$ cat config.mk
export PLATFORM = sky130hd
export DESIGN_NAME = pps_conditioner
export DESIGN_NICKNAME = d
export VERILOG_FILES = /design/src/rtl/pps_conditioner.sv
export SDC_FILE = /design/constraint.sdc
export NUM_CORES = 1
export LEC_CHECK = 0
export BUFFER_PORTS_ARGS = -buffer_cell sky130_fd_sc_hd__buf_2
export CAP_MARGIN = 20
export CORE_MARGIN = 2
export CORE_UTILIZATION = 54
export DETAILED_ROUTE_END_ITERATION = 8
export GPL_TIMING_DRIVEN = 0
export PLACE_DENSITY = 0.75
export SYNTH_ARGS = -nofsm -noshare
export SYNTH_HDL_FRONTEND = slang
export SYNTH_SLANG_ARGS = --single-unit
$ cat constraint.sdc
create_clock -name clk -period 2.5 [get_ports clk]
set_input_delay 0.75 -clock clk [delete_from_list [all_inputs] [get_ports clk]]
set_output_delay 0.75 -clock clk [all_outputs]
set_load 0.05 [all_outputs]
$ cat src/rtl/pps_conditioner.sv
// pps_conditioner
//   Qualifies the raw GPS 1PPS input for the reset/channel generator.
//   The raw input is synchronised into clk, and any high run shorter than
//   MIN_HIGH cycles is dropped. Each qualified rising edge gives one
//   registered strobe. The interval between strobes is measured and used
//   to report lock and loss of the reference.
//
// Ports
//   clk         in   1      system clock
//   rst         in   1      asynchronous, active-high reset
//   pps_in      in   1      raw 1PPS, asynchronous to clk
//   pps_pulse   out  1      one-cycle qualified PPS strobe (registered)
//   pps_locked  out  1      last VALID_N intervals all within CLK_HZ +/- TOL
//   pps_lost    out  1      no qualified pulse for more than CLK_HZ+TOL cycles
//   period_cnt  out  CNT_W  last measured interval in clk cycles
module pps_conditioner #(
    parameter int unsigned CLK_HZ   = 20_000_000,
    parameter int unsigned TOL      = 2_000,
    parameter int unsigned MIN_HIGH = 4,
    parameter int unsigned VALID_N  = 3,
    parameter int unsigned CNT_W    = 25
) (
    input  logic             clk,
    input  logic             rst,
    input  logic             pps_in,
    output logic             pps_pulse,
    output logic             pps_locked,
    output logic             pps_lost,
    output logic [CNT_W-1:0] period_cnt
);

    localparam int unsigned HI_W = $clog2(MIN_HIGH + 1);
    localparam int unsigned GR_W = $clog2(VALID_N + 1);

    localparam logic [HI_W-1:0]  HI_LAST  = HI_W'(MIN_HIGH - 1);
    localparam logic [HI_W-1:0]  HI_SAT   = HI_W'(MIN_HIGH);
    localparam logic [GR_W-1:0]  GR_SAT   = GR_W'(VALID_N);
    localparam logic [GR_W:0]    GR_NEED  = (GR_W + 1)'(VALID_N);
    localparam logic [CNT_W:0]   LO_LIM   = (CNT_W + 1)'(CLK_HZ - TOL);
    localparam logic [CNT_W:0]   HI_LIM   = (CNT_W + 1)'(CLK_HZ + TOL);
    localparam logic [CNT_W-1:0] LOSS_IVL = CNT_W'(CLK_HZ + TOL);

    logic             s1_q, s2_q;
    logic [HI_W-1:0]  hi_cnt_q, hi_cnt_d;
    logic [CNT_W-1:0] ivl_q, ivl_d;
    logic [GR_W-1:0]  good_run_q, good_run_d;
    logic             first_seen_q, first_seen_d;
    logic             pulse_q, pulse_d;
    logic             locked_q, locked_d;
    logic             lost_q, lost_d;
    logic [CNT_W-1:0] period_q, period_d;

    logic             ev;
    logic             loss;
    logic             in_tol;
    logic [CNT_W:0]   ivl_inc;
    logic [GR_W:0]    gr_inc;

    always_comb begin
        // Event fires on the cycle the run reaches MIN_HIGH; the counter then
        // saturates past HI_LAST so a held-high input cannot retrigger.
        ev      = s2_q && (hi_cnt_q == HI_LAST);
        // Measured interval is judged one bit wider so ivl at all-ones
        // cannot wrap into the tolerance window.
        ivl_inc = {1'b0, ivl_q} + 1'b1;
        in_tol  = (ivl_inc >= LO_LIM) && (ivl_inc <= HI_LIM);
        gr_inc  = {1'b0, good_run_q} + 1'b1;
        // An event in the same cycle pre-empts the loss declaration.
        loss    = !ev && (ivl_q == LOSS_IVL);

        if (!s2_q) begin
            hi_cnt_d = '0;
        end else if (hi_cnt_q == HI_SAT) begin
            hi_cnt_d = hi_cnt_q;
        end else begin
            hi_cnt_d = hi_cnt_q + 1'b1;
        end

        if (ev) begin
            ivl_d = '0;
        end else if (&ivl_q) begin
            ivl_d = ivl_q;
        end else begin
            ivl_d = ivl_q + 1'b1;
        end

        pulse_d      = ev;
        good_run_d   = good_run_q;
        first_seen_d = first_seen_q;
        locked_d     = locked_q;
        lost_d       = lost_q;
        period_d     = period_q;

        if (ev) begin
            period_d     = ivl_inc[CNT_W-1:0];
            first_seen_d = 1'b1;
            lost_d       = 1'b0;
            // The first event after reset or loss only re-arms the judge.
            if (first_seen_q) begin
                if (in_tol) begin
                    good_run_d = (good_run_q == GR_SAT) ? good_run_q : good_run_q + 1'b1;
                    locked_d   = (gr_inc >= GR_NEED);
                end else begin
                    good_run_d = '0;
                    locked_d   = 1'b0;
                end
            end
        end else if (loss) begin
            lost_d       = 1'b1;
            locked_d     = 1'b0;
            good_run_d   = '0;
            first_seen_d = 1'b0;
        end
    end

    always_ff @(posedge clk or posedge rst) begin
        if (rst) begin
            s1_q         <= 1'b0;
            s2_q         <= 1'b0;
            hi_cnt_q     <= '0;
            ivl_q        <= '0;
            good_run_q   <= '0;
            first_seen_q <= 1'b0;
            pulse_q      <= 1'b0;
            locked_q     <= 1'b0;
            lost_q       <= 1'b0;
            period_q     <= '0;
        end else begin
            s1_q         <= pps_in;
            s2_q         <= s1_q;
            hi_cnt_q     <= hi_cnt_d;
            ivl_q        <= ivl_d;
            good_run_q   <= good_run_d;
            first_seen_q <= first_seen_d;
            pulse_q      <= pulse_d;
            locked_q     <= locked_d;
            lost_q       <= lost_d;
            period_q     <= period_d;
        end
    end

    assign pps_pulse  = pulse_q;
    assign pps_locked = locked_q;
    assign pps_lost   = lost_q;
    assign period_cnt = period_q;

endmodule

; After elaboration in Yosys (flattened, before gate mapping)
; Index checks and enable logic that the tools add are counted.
[word_totals]
in_bits = 3
regBits = 61
out_inout_bits = 28
word_cells = 50
[classes]
n_eq_ne = 8
reduce_logical = 8
n_lt_le_gt_ge = 3
add_sub_neg = 5
n_mux = 16
[op_table]
columns = cell, count
row1 = 25-bit two-way mux, 2
row2 = "25-bit by 1-bit adder with 26-bit output, second input constant", 1
row3 = "26-bit by 25-bit >= comparator with 1-bit output, second input constant", 1
row4 = "26-bit by 25-bit <= comparator with 1-bit output, second input constant", 1
row5 = "25-bit by 1-bit adder with 25-bit output, second input constant", 1
row6 = "25-bit equality test, second input constant", 1
row7 = 25-bit AND reduction, 1
row8 = 2-bit two-way mux, 5
row9 = 1-bit two-way mux, 7
row10 = 3-bit two-way mux, 2
row11 = "2-bit != test, second input constant", 3
row12 = "2-bit by 1-bit adder with 3-bit output, second input constant", 1
row13 = "3-bit by 1-bit adder with 3-bit output, second input constant", 1
row14 = "3-bit by 2-bit equality test with 1-bit output, second input constant", 1
row15 = "3-bit equality test, second input constant", 1
row16 = "3-bit by 2-bit >= comparator with 1-bit output, second input constant", 1
row17 = 1-bit logical AND, 3
row18 = "3-bit != test, second input constant", 1
row19 = 3-bit AND reduction, 1
row20 = "2-bit by 1-bit adder with 2-bit output, second input constant", 1
row21 = "2-bit equality test, second input constant", 1
row22 = 2-bit AND reduction, 1
row23 = 2-bit nonzero test, 1
row24 = 1-bit zero test, 1

; Longest topological paths before layout
[logic_depth]
depth_word = 6
depth_mapped = 11
mapped_depth_nobuf = 9

; Worst setup path after synthesis
; Ideal clock, no wire load.
[synth_path]
path_kind = flip-flop to flip-flop
startpoint = register ivl_q[1]
endpoint = register locked_q, in the netlist pps_locked
setup_time_ns = 0.137
period_less_slack_ns = 2.671
arrival_time_ns = 2.534
stages_incl_launch_ff = 12
path_buffers = 2
slack_ns = -0.171
path_cell_list = dfrtp_1 > ha_1 > buf_2 > nand4_1 > nor4_2 > buf_2 > nand4_1 > mux2_2 > o2111a_1 > a32o_1 > nand3_1 > o31ai_2
[synth_between]
elab_chain_cells = 6
elab_cells_between_ends = 11
cone_classes = add/sub (1) / order compare (2) / eq/ne (1) / mux (3) / reduce/logical (4)
[synth_lines]
columns = item, line
row1 = start: declaration, 45  ; logic [CNT_W-1:0] ivl_q, ivl_d;
row2 = start signal: assignment, 132  ; ivl_q <= ivl_d;
row3 = 25-bit by 1-bit adder with 26-bit output, 65  ; ivl_inc = {1'b0, ivl_q} + 1'b1;
row4 = 26-bit by 25-bit >= comparator with 1-bit output or 26-bit by 25-bit <= comparator with 1-bit output (tied branches), 66  ; in_tol = (ivl_inc >= LO_LIM) && (ivl_inc <= HI_LIM);
row5 = 1-bit logical AND, 66
row6 = 1-bit two-way mux, 100  ; if (in_tol) begin
row7 = 1-bit two-way mux, 99  ; if (first_seen_q) begin
row8 = 1-bit two-way mux, 94  ; if (ev) begin
row9 = end signal: assignment, 136  ; locked_q <= locked_d;
row10 = end: declaration, 49  ; logic locked_q, locked_d;
; Several ways; a longest one is shown, not always the timed one. The select of a mux whose other input is x is not followed.
; A chain may end at the register's enable or synchronous reset.

; Worst setup path after layout
; Ends and elaborated chain as after synthesis.

==> flow_summary.ini <==
[timing]
timing.fmax_ghz = 0.3736
slew_headroom = 0.6066
hold_violations = 0
fin_crit_sh = 1.071
rsz0062_at_grt = true
fin_ws_ns = -0.1767
finalCriticalPeriod_ns = 2.677
fin_skew_ns = 0.004844
finalMaxSlewViolations = 0
whs_ns = 0.3516
finalSetupViolations = 3
tightestPinTransition_ns = 0.5892

[clock_network]
cts_hold_buf = 0
clk_pin_slew_worst_paths_ns = 0.07
clockBufferDepth = 2
root_buffer = clkbuf_8
cts_tree = built
cts_buffers = 9
htree_levels = 3
insertion_delay_ns = 0.35
cts_sinks = 61

[pwr]
p_comb_frac = 0.329
p_per_area_mw_per_mm2 = 775.4
power_uw = 3306
power_report.internal_total_uw = 2123
leakage_uw = 0.001884
seqPwrFrac = 0.369
swShare = 0.3578
p_clk_frac = 0.302
switchingPower_uw = 1183
ir_drop_uv = 676.5

[setup_path]
critPathKind = reg -> reg
cp-start-kind = flip-flop
crit_required_ns = 2.72
reg2reg_from = ivl_q[1]
cp_max_fo = 3
r2r_slack_ns = -0.18
cp.arrival_ns = 2.89
end_kind = flip-flop
r2r-end = pps_locked
r2r_cells = 9

[logic_synthesis]
synth_edf_count = 0
avgSynthCellArea_um2 = 9.179
synth-warning-count = 0
synth_cells = 369
synth_nets = 380
ys_ff_latch = 61
ys.flop_type = dfrtp_1
synth_cell_type_count = 57
ys_seq_area_frac = 0.4507
syn_area_mm2 = 0.003387
async_flop_share = 1.000

[placed_design]
io_buffers = 30
gp_congestion = 0.9081
placed_cell_area_mm2 = 0.003677
dp_hpwl_mm = 5.651

[cells_and_area]
final_nets = 439
final_area_mm2 = 0.004263
layout-drive-gt1-share = 0.2794
num_antenna_cells = 0
area_growth_pct = 25.86
final_core_util = 0.7116

[min_path]
min_path_cells = 0
worstHoldStart = s1_q
hold_path.class = reg -> reg
hold_path_end = s2_q

[job]
drv_cap = 0

[route]
vias_per_cell = 6.091
vias = 3094
remaining_drc_errors = 0
avgRoutedWirePerCell_um = 16.74
ant_nets = 0
dr.first_iter.drc_count = 232
routed_wirelength_mm = 8.505
drtPass1Iterations = 5

[global_routing]
grt_pass1_vias = 2915
antenna_found_initial = 0
grt_overflow = 0
grt_first_pass_wirelength_mm = 14.04
grt_max_degree = 36
grtUsageTotal = 0.2513

[die]
core_area_mm2 = 0.005991
io_pins = 31
dieArea_mm2 = 0.006921
initial_core_util = 0.5654
num_rows = 28
dieHeight_um = 83.20
fp.dieW_um = 83.20

[outcome]
violations = setup timing
outcome = complete, but fails checks
## flip-flops by register name (all words and copies together) (netlist names)
| register | cells |
|---|---|
| ivl_q | 25 |
| period_cnt | 25 |
| hi_cnt_q | 3 |
| good_run_q | 2 |
| first_seen_q | 1 |
| pps_locked | 1 |
| pps_lost | 1 |
| pps_pulse | 1 |
| s1_q | 1 |
| s2_q | 1 |
## Yosys cell counts, drive strengths merged, types with 3 or more instances
master   instances  area, µm²
dfrtp           61       1526
nand2           51      191.4
o21ai           49      245.2
nor2            16      60.06
xnor2           16      140.1
clkbuf          15      56.30
nand3           15      80.08
inv             13      48.80
nand4           12      81.33
buf             11      60.05
xor2            10      87.58
ha               8      100.1
nor3             8      40.04
nor4             7      56.30
and3             6      37.54
a21oi            5      25.02
and2             5      31.28
a211oi           4      30.03
o2111ai          4      35.03
o22ai            4      25.02
or4              4      30.03
a311oi           3      26.28
nor4b            3      26.28
o31ai            3      27.52
## critical path: stages, from the launching register on
cell and delay (ns):
dfrtp_2 0.38, buf_6 0.11, nand4_1 0.17, or4_4 0.60, o32ai_4 0.32, o31ai_4 0.09
or3_4 0.42, a32o_2 0.31, nand3_2 0.09, o31ai_2 0.06
## layer usage
metal  GRT usage  part of all wire  up-vias
met1      0.3448              0.45     1484
met5           0                 0        -
met2      0.3827              0.46      128
met4      0.1282             0.033        0
li1            -                 -     1453
met3     0.04473             0.057       29
## through the flow
stage / worst slack (ns) / instances / TNS (ns)
5_1_grt: -0.2489 / 508 / -1.218
3_3_place_gp: -0.6884 / 474 / -46.12
4_1_cts: -0.1043 / 507 / -0.3059
6_report: -0.1767 / 508 / -0.4903
2_1_floorplan: -0.1358 / 369 / -0.3795
3_5_place_dp: -0.7294 / 475 / -17.87
## placed cells by master, fill, tap and decap left out, types with 3 or more instances in the layout
| cell | instances |
|---|---|
| o22ai_1 | 4 |
| xnor2_1 | 15 |
| ha_1 | 7 |
| nand3_2 | 3 |
| buf_4 | 18 |
| nor2_1 | 16 |
| nand3_1 | 10 |
| buf_2 | 36 |
| and2_1 | 4 |
| nand4_1 | 11 |
| a21oi_1 | 5 |
| clkbuf_8 | 11 |
| nor3_2 | 3 |
| xor2_1 | 9 |
| a311oi_1 | 3 |
| inv_1 | 12 |
| dfrtp_1 | 56 |
| clkbuf_2 | 3 |
| buf_6 | 8 |
| nor4_1 | 3 |
| a211oi_1 | 4 |
| and3_1 | 6 |
| o21ai_0 | 49 |
| nor4_4 | 3 |
| dfrtp_2 | 5 |
| clkbuf_1 | 9 |
| nor3_1 | 5 |
| nand2_1 | 49 |
## power by group through the flow
stage | sequential [µW] | combinational [µW] | clock [µW]
2_1_floorplan | 1370 | 556 | 0
3_3_place_gp | 1230 | 897 | 0
3_5_place_dp | 1240 | 927 | 0
4_1_cts | 1220 | 1070 | 1010
5_1_grt | 1230 | 1180 | 1060
6_report | 1220 | 1090 | 998
## layout make-up
class                      instances  area [µm²]
tap                               75       93.84
timing repair buffer              50       320.3
inverter                          13       48.80
sequential                        61        1533
multi-input combinational        269        1892
fill                             474        1728
clock buffer                      12       155.1
clock inverter                     4       70.07
buffer                            24       150.1
## cells by family (layout without fill, tap and decap cells)
| logic type | after synthesis | after routing | share of synthesized area |
|---|---|---|---|
| and+or+nand+nor | 142 | 142 | 0.2246 |
| AOI/OAI and AO/OA | 91 | 91 | 0.1729 |
| DFF | 61 | 61 | 0.4507 |
| buffers and inverters | 39 | 103 | 0.04876 |
| xor gates and xnor gates | 26 | 26 | 0.06723 |
| adders and majority gates | 8 | 8 | 0.02955 |
| muxes | 2 | 2 | 0.006280 |
## worst max path at each step
stage                     slack (ns)         end      from  cells past startpoint
after floorplan                -0.14  pps_locked  ivl_q[1]                     10
after detailed placement       -0.73   ivl_q[10]  ivl_q[1]                     10
after global placement         -0.69   ivl_q[16]  ivl_q[1]                     10
after global routing           -0.25  pps_locked  ivl_q[1]                      9
after CTS                      -0.10  pps_locked  ivl_q[0]                     10
final                          -0.18  pps_locked  ivl_q[1]                      9
## timing repair
action / CTS / global route
resized for setup: 38 / 19
pin swaps: 17 / 12
setup endpoints to repair: 32 / 25
buffers inserted: 16 / 3
(Power assumes the default switching activity.)
